--- src/rtl/control_unit_if.sv ---
// Handshake bundle between the sequencing controller and the datapath.
// master = controller side, slave = datapath side.
interface control_unit_if;
    logic       ce;
    logic [2:0] code_op;
    logic       carry;

    logic       load_RI;
    logic       init_PC;
    logic       inc_PC;
    logic       load_PC;
    logic       sel_adr;
    logic       mem_en;
    logic       mem_we;
    logic       load_acc;
    logic       load_carry;
    logic       init_carry;
    logic [1:0] sel_ual;
    logic       halted;

    modport master (
        input  ce, code_op, carry,
        output load_RI, init_PC, inc_PC, load_PC, sel_adr, mem_en, mem_we,
               load_acc, load_carry, init_carry, sel_ual, halted
    );

    modport slave (
        output ce, code_op, carry,
        input  load_RI, init_PC, inc_PC, load_PC, sel_adr, mem_en, mem_we,
               load_acc, load_carry, init_carry, sel_ual, halted
    );
endinterface

--- src/rtl/control_unit.sv ---
// Four-phase instruction sequencer (fetch address, fetch load, decode, execute).
// Optional macro CU_HALT_EN makes opcode 111 park the controller in HALT until reset.
//
// state  | meaning
// INIT   | clear PC and carry after reset
// FETCH1 | PC address presented to RAM
// FETCH2 | RAM word loaded into RI, PC incremented
// DECODE | operand address presented, operand read for NOR/ADD/LDA
// EXEC   | opcode-specific strobes, then back to FETCH1
// HALT   | parked, no strobes (CU_HALT_EN only)
module control_unit (
    input  logic           clk,
    input  logic           rst,
    control_unit_if.master bus
);
`ifdef CU_HALT_EN
    typedef enum logic [2:0] {
        S_INIT, S_FETCH1, S_FETCH2, S_DECODE, S_EXEC, S_HALT
    } state_t;
`else
    typedef enum logic [2:0] {
        S_INIT, S_FETCH1, S_FETCH2, S_DECODE, S_EXEC
    } state_t;
`endif

    localparam logic [2:0] OP_NOR = 3'b000;
    localparam logic [2:0] OP_ADD = 3'b001;
    localparam logic [2:0] OP_STA = 3'b010;
    localparam logic [2:0] OP_JCC = 3'b011;
    localparam logic [2:0] OP_LDA = 3'b100;
    localparam logic [2:0] OP_JMP = 3'b101;
    localparam logic [2:0] OP_NOP = 3'b110;
    localparam logic [2:0] OP_HLT = 3'b111;

    localparam logic [1:0] UAL_NOR  = 2'b00;
    localparam logic [1:0] UAL_ADD  = 2'b01;
    localparam logic [1:0] UAL_PASS = 2'b10;

    state_t     state;
    state_t     state_next;

    logic       ld_ri;
    logic       clr_pc;
    logic       incr_pc;
    logic       ld_pc;
    logic       adr_sel;
    logic       mem_acc;
    logic       mem_wr;
    logic       ld_acc;
    logic       ld_carry;
    logic       clr_carry;
    logic [1:0] ual_sel;
    logic       in_halt;

    always_ff @(posedge clk or posedge rst) begin
        if (rst) begin
            state <= S_INIT;
        end else if (bus.ce) begin
            state <= state_next;
        end
    end

    always_comb begin
        state_next = state;
        ld_ri      = 1'b0;
        clr_pc     = 1'b0;
        incr_pc    = 1'b0;
        ld_pc      = 1'b0;
        adr_sel    = 1'b0;
        mem_acc    = 1'b0;
        mem_wr     = 1'b0;
        ld_acc     = 1'b0;
        ld_carry   = 1'b0;
        clr_carry  = 1'b0;
        ual_sel    = UAL_NOR;
        in_halt    = 1'b0;

        case (state)
            S_INIT: begin
                clr_pc     = 1'b1;
                clr_carry  = 1'b1;
                state_next = S_FETCH1;
            end
            S_FETCH1: begin
                mem_acc    = 1'b1;
                state_next = S_FETCH2;
            end
            S_FETCH2: begin
                ld_ri      = 1'b1;
                incr_pc    = 1'b1;
                state_next = S_DECODE;
            end
            S_DECODE: begin
                adr_sel    = 1'b1;
                mem_acc    = (bus.code_op == OP_NOR) || (bus.code_op == OP_ADD) ||
                             (bus.code_op == OP_LDA);
                state_next = S_EXEC;
            end
            S_EXEC: begin
                state_next = S_FETCH1;
                case (bus.code_op)
                    OP_NOR: begin
                        ual_sel = UAL_NOR;
                        ld_acc  = 1'b1;
                    end
                    OP_ADD: begin
                        ual_sel  = UAL_ADD;
                        ld_acc   = 1'b1;
                        ld_carry = 1'b1;
                    end
                    OP_STA: begin
                        adr_sel = 1'b1;
                        mem_acc = 1'b1;
                        mem_wr  = 1'b1;
                    end
                    OP_JCC: begin
                        // Taken jump when carry is clear; otherwise consume the carry.
                        ld_pc     = ~bus.carry;
                        clr_carry = bus.carry;
                    end
                    OP_LDA: begin
                        ual_sel = UAL_PASS;
                        ld_acc  = 1'b1;
                    end
                    OP_JMP: begin
                        ld_pc = 1'b1;
                    end
                    OP_NOP: begin
                    end
                    OP_HLT: begin
`ifdef CU_HALT_EN
                        state_next = S_HALT;
`endif
                    end
                    default: begin
                    end
                endcase
            end
`ifdef CU_HALT_EN
            S_HALT: begin
                in_halt    = 1'b1;
                state_next = S_HALT;
            end
`endif
            default: begin
                state_next = S_INIT;
            end
        endcase
    end

    // Strobes are qualified by ce so a stalled phase never repeats an action;
    // the selects and halted are levels and stay ungated.
    assign bus.load_RI    = ld_ri     & bus.ce;
    assign bus.init_PC    = clr_pc    & bus.ce;
    assign bus.inc_PC     = incr_pc   & bus.ce;
    assign bus.load_PC    = ld_pc     & bus.ce;
    assign bus.mem_en     = mem_acc   & bus.ce;
    assign bus.mem_we     = mem_wr    & bus.ce;
    assign bus.load_acc   = ld_acc    & bus.ce;
    assign bus.load_carry = ld_carry  & bus.ce;
    assign bus.init_carry = clr_carry & bus.ce;
    assign bus.sel_adr    = adr_sel;
    assign bus.sel_ual    = ual_sel;
    assign bus.halted     = in_halt;
endmodule

--- src/flat_wrapper.sv ---
// flat-port wrapper written by rule: the top's interface ports become plain ports
module control_unit_flat 
  (clk, rst, bus_ce, bus_code_op, bus_carry, bus_load_RI, bus_init_PC, bus_inc_PC, bus_load_PC, bus_sel_adr, bus_mem_en, bus_mem_we, bus_load_acc, bus_load_carry, bus_init_carry, bus_sel_ual, bus_halted);
  control_unit_if bus_i ();
  input  logic clk;
  input  logic rst;
  input wire logic [$bits(bus_i.ce)-1:0] bus_ce;
  input wire logic [$bits(bus_i.code_op)-1:0] bus_code_op;
  input wire logic [$bits(bus_i.carry)-1:0] bus_carry;
  output wire logic [$bits(bus_i.load_RI)-1:0] bus_load_RI;
  output wire logic [$bits(bus_i.init_PC)-1:0] bus_init_PC;
  output wire logic [$bits(bus_i.inc_PC)-1:0] bus_inc_PC;
  output wire logic [$bits(bus_i.load_PC)-1:0] bus_load_PC;
  output wire logic [$bits(bus_i.sel_adr)-1:0] bus_sel_adr;
  output wire logic [$bits(bus_i.mem_en)-1:0] bus_mem_en;
  output wire logic [$bits(bus_i.mem_we)-1:0] bus_mem_we;
  output wire logic [$bits(bus_i.load_acc)-1:0] bus_load_acc;
  output wire logic [$bits(bus_i.load_carry)-1:0] bus_load_carry;
  output wire logic [$bits(bus_i.init_carry)-1:0] bus_init_carry;
  output wire logic [$bits(bus_i.sel_ual)-1:0] bus_sel_ual;
  output wire logic [$bits(bus_i.halted)-1:0] bus_halted;
  assign bus_i.ce = bus_ce;
  assign bus_i.code_op = bus_code_op;
  assign bus_i.carry = bus_carry;
  assign bus_load_RI = bus_i.load_RI;
  assign bus_init_PC = bus_i.init_PC;
  assign bus_inc_PC = bus_i.inc_PC;
  assign bus_load_PC = bus_i.load_PC;
  assign bus_sel_adr = bus_i.sel_adr;
  assign bus_mem_en = bus_i.mem_en;
  assign bus_mem_we = bus_i.mem_we;
  assign bus_load_acc = bus_i.load_acc;
  assign bus_load_carry = bus_i.load_carry;
  assign bus_init_carry = bus_i.init_carry;
  assign bus_sel_ual = bus_i.sel_ual;
  assign bus_halted = bus_i.halted;
  control_unit u_core (.clk(clk), .rst(rst), .bus(bus_i));
endmodule
--- config.mk ---
export PLATFORM = sky130hd
export DESIGN_NAME = control_unit_flat
export DESIGN_NICKNAME = d
export VERILOG_FILES = /design/src/rtl/control_unit_if.sv /design/src/rtl/control_unit.sv /design/src/flat_wrapper.sv
export SDC_FILE = /design/constraint.sdc
export NUM_CORES = 1
export LEC_CHECK = 0
export CORE_AREA = 2 2 39 41
export DETAILED_ROUTE_END_ITERATION = 16
export DIE_AREA = 0 0 41 43
export SLEW_MARGIN = 0
export SYNTH_ARGS = -nofsm -noshare
export SYNTH_HDL_FRONTEND = slang
export SYNTH_SLANG_ARGS = --single-unit
--- constraint.sdc ---
create_clock -name clk -period 1.46 [get_ports clk]
set_input_delay 0.292 -clock clk [delete_from_list [all_inputs] [get_ports clk]]
set_output_delay 0.292 -clock clk [all_outputs]
set_load 0.1 [all_outputs]
==> insert_results.sql <==
INSERT INTO impl_metrics (metric_group, metric, value, unit) VALUES
('placement', 'port_buffers', '18', ''),
('logic_synthesis', 'syn-cell-area', '320.3', 'um^2'),
('placement', 'hpwlAfterDp', '915.6', 'um'),
('finish', 'final_common_cell', 'sky130_fd_sc_hd__buf_4', ''),
('die', 'fp.dieH', '43', 'um'),
('finish', 'regMostFlops', 'u_core.state', ''),
('finish', 'antennaDiodeCount', '0', ''),
('finish', 'number_of_flip_flops_under_the_largest_register_name', '3', ''),
('run_status', 'run_status', 'finished, violations left', ''),
('critical_path', 'startpoint_type', 'flip-flop', ''),
('grt', 'met3_routing_resource_usage_after_global_routing', '3.665', '%'),
('clock_network', 'cts.reportedPaths.clkPinSlew', '0.04', 'ns'),
('placement', 'dp_slack', '-0.4580', 'ns'),
('clock_network', 'clk_latency', '0.24', 'ns'),
('logic_synthesis', 'netlist_top_cells_area', 'sky130_fd_sc_hd__dfrtp_1 23%, sky130_fd_sc_hd__o21ai_0 6.3%, sky130_fd_sc_hd__buf_4 4.7%, sky130_fd_sc_hd__nand2_1 4.7%, sky130_fd_sc_hd__nor2_1 4.7%', ''),
('grt', 'vias_in_the_first_global_route', '444', ''),
('worst_hold_path', 'min_path_type', 'input pin to asynchronous set/reset pin', ''),
('finish', 'synthToLayoutAreaGrowth', '182.4', '%'),
('die', 'initial_core_utilization', '23.15', '%'),
('grt', 'global_route.usage.met2', '29.38', '%'),
('critical_path', 'setup.worst_path.start', 'u_core.state[1]$_DFFE_PP0P_', ''),
('critical_path', 'timing.critical_path.to', 'bus_sel_ual[0]', ''),
('critical_path', 'critPathArrivalTime', '1.51', 'ns'),
('logic_synthesis', 'gate_count_after_technology_mapping', '41', ''),
('grt', 'grt_most_used_layer', 'met2', ''),
('sta', 'achievable-frequency', '0.5564', 'GHz'),
('die', 'fp.coreArea', '1384', 'um^2'),
('grt', 'largest_net_degree_at_the_start_of_global_routing', '9', ''),
('critical_path', 'rr_endpoint', 'u_core.state[1]$_DFFE_PP0P_', ''),
('critical_path', 'worstReg2RegStart', 'u_core.state[2]$_DFFE_PP0P_', ''),
('power', 'vdd.ir_drop.worst', '0.9757', 'mV'),
('logic_synthesis', 'average_size_of_a_mapped_cell', '7.812', 'um^2'),
('finish', 'layout_common_cells', '15 x sky130_fd_sc_hd__buf_4, 12 x sky130_fd_sc_hd__buf_12, 4 x sky130_fd_sc_hd__dlygate4sd2_1', ''),
('sta', 'postLayoutSetupSlackWorst', '-0.3371', 'ns'),
('run_status', 'failing_checks', 'setup timing', ''),
('sta', 'maxSlewViolCount', '0', ''),
('finish', 'largestRegisters', 'u_core.state x3', ''),
('logic_synthesis', 'synth-seq-cells', '3', ''),
('die', 'floorplan.rows', '14', ''),
('logic_synthesis', 'syn-num-nets', '48', ''),
('grt', 'grt_use_total', '16.21', '%'),
('sta', 'final_hold_fails', '0', ''),
('sta', 'grt_setup_unrepaired', 'true', ''),
('sta', 'timing.final.crit_period', '1.797', 'ns'),
('routing', 'post_drt_via_cell_ratio', '4.660', ''),
('sta', 'setup_viol', '12', ''),
('grt', 'grt_first_pass_wirelength', '1.869', 'mm'),
('clock_network', 'ctsHoldBuffers', '0', ''),
('logic_synthesis', 'synth_top_area_share', '23.44', '%'),
('critical_path', 'critical_path_peak_fanout', '3', ''),
('sta', 'finalClockSkew', '0.003062', 'ns'),
('finish', 'finish.net_count', '86', ''),
('placement', 'gp_routability_congestion', '0.7609', ''),
('critical_path', 'worst-endpoint-required', '1.17', 'ns'),
('critical_path', 'regToRegSetupSlack', '0.23', 'ns'),
('run', 'maxCapViolCount', '0', ''),
('routing', 'route.detailed.drc', '0', ''),
('power', 'power-per-cell-area', '1329', 'nW/um^2'),
('routing', 'drt_first_iter_violations', '0', ''),
('critical_path', 'crit_type', 'flip-flop to output port', ''),
('clock_network', 'cts-root-buf', 'sky130_fd_sc_hd__clkbuf_4', ''),
('logic_synthesis', 'synth.distinct_cells', '25', ''),
('clock_network', 'tritoncts', 'yes', ''),
('routing', 'total_length_of_routed_wires', '1.147', 'mm'),
('logic_synthesis', 'ys_warn_count', '0', ''),
('routing', 'drt_pass1_iterations', '1', ''),
('clock_network', 'cts.sinks', '3', ''),
('routing', 'antenna_violating_nets_post_route', '0', ''),
('critical_path', 'timing.critical_path.to_type', 'output port', ''),
('critical_path', 'reg2reg_depth', '5', ''),
('power', 'power_leakage', '0.0003786', 'uW');
cell type report:
class | count | area (um^2) | area share, %
Timing Repair Buffer | 36 | 441.7 | 48.82
Inverter | 3 | 13.76 | 1.521
Multi-Input combinational cell | 32 | 326.6 | 36.10
Sequential cell | 3 | 76.32 | 8.437
Tap cell | 16 | 20.02 | 2.213
Clock buffer | 4 | 26.28 | 2.905
cell families after synthesis:
family	after synthesis	synth area share [%]
muxes	1	3.125
and+or+nand+nor	21	42.58
buffers and inverters	6	11.72
DFF	3	23.44
other	1	1.171
AOI/OAI and AO/OA	9	17.97
routing by layer:
| layer | vias up | part of all wire (%) | routed length, um |
|---|---|---|---|
| met5 | - | 0 | 0 |
| met2 | 15 | 60 | 686 |
| met1 | 201 | 32 | 369 |
| li1 | 220 | - | - |
| met4 | 0 | 1.7 | 19 |
| met3 | 2 | 6.3 | 72 |
metrics by stage:
| stage | util, % | instances | power, uW | TNS (ns) | instance area [um^2] |
|---|---|---|---|---|---|
| 2_1_floorplan | - | 41 | 681.0 | -4.714 | 415.4 |
| 4_1_cts | 65.19 | 94 | 1208 | -3.345 | 902.1 |
| 6_report | 65.37 | 94 | 1202 | -3.279 | 904.6 |
| 3_3_place_gp | 60.22 | 89 | 1004 | -4.175 | 833.3 |
| 3_5_place_dp | 60.22 | 89 | 1016 | -4.331 | 833.3 |
| 5_1_grt | 65.37 | 94 | 1262 | -4.007 | 904.6 |
report_power, final:
part           total (uW)  internal (uW)  switching (uW)
Sequential            141            111            29.7
Clock                 148            103            45.4
Combinational         913            365             548
worst max-delay path: stages (launching register included):
cell and delay [ns]:
sky130_fd_sc_hd__dfrtp_1 0.41, sky130_fd_sc_hd__or3_4 0.43, sky130_fd_sc_hd__buf_6 0.14, sky130_fd_sc_hd__nor2_4 0.11
sky130_fd_sc_hd__buf_12 0.18
cell usage after synthesis:
cell type                  number
sky130_fd_sc_hd__nor2_1         4
sky130_fd_sc_hd__buf_6          1
sky130_fd_sc_hd__nand2_1        4
sky130_fd_sc_hd__o31ai_2        1
sky130_fd_sc_hd__inv_1          2
sky130_fd_sc_hd__nor3_1         2
sky130_fd_sc_hd__o21ai_0        4
sky130_fd_sc_hd__or3_4          1
sky130_fd_sc_hd__and4_2         1
sky130_fd_sc_hd__nand2b_1       2
sky130_fd_sc_hd__inv_2          1
sky130_fd_sc_hd__buf_4          2
sky130_fd_sc_hd__and3_2         1
sky130_fd_sc_hd__or3b_1         1
sky130_fd_sc_hd__nor3b_2        1
sky130_fd_sc_hd__mux2i_1        1
sky130_fd_sc_hd__nor4b_1        1
sky130_fd_sc_hd__o32ai_1        1
sky130_fd_sc_hd__o22ai_1        1
sky130_fd_sc_hd__and2b_2        1
sky130_fd_sc_hd__nand4b_1       1
sky130_fd_sc_hd__nand3b_1       1
sky130_fd_sc_hd__conb_1         1
sky130_fd_sc_hd__a21oi_1        2
sky130_fd_sc_hd__dfrtp_1        3
worst min-delay path by stage:
stage	start	to	slack [ns]	cells past startpoint
6_report	rst	u_core.state[0]$_DFFE_PP0P_	0.22	2
2_1_floorplan	rst	u_core.state[1]$_DFFE_PP0P_	0.05	1
5_1_grt	rst	u_core.state[0]$_DFFE_PP0P_	0.22	2
3_5_place_dp	rst	u_core.state[2]$_DFFE_PP0P_	0.47	2
3_3_place_gp	rst	u_core.state[1]$_DFFE_PP0P_	0.46	2
4_1_cts	rst	u_core.state[0]$_DFFE_PP0P_	0.22	2
what timing repair did:
| item | CTS | global route |
|---|---|---|
| hold endpoints to repair | 0 | 0 |
| setup endpoints to repair | 12 | 12 |
| resized for setup | 16 | 1 |
| pin swaps | 9 | 5 |
| buffers inserted | 2 | 0 |
Power figures use the tool's default switching activity.
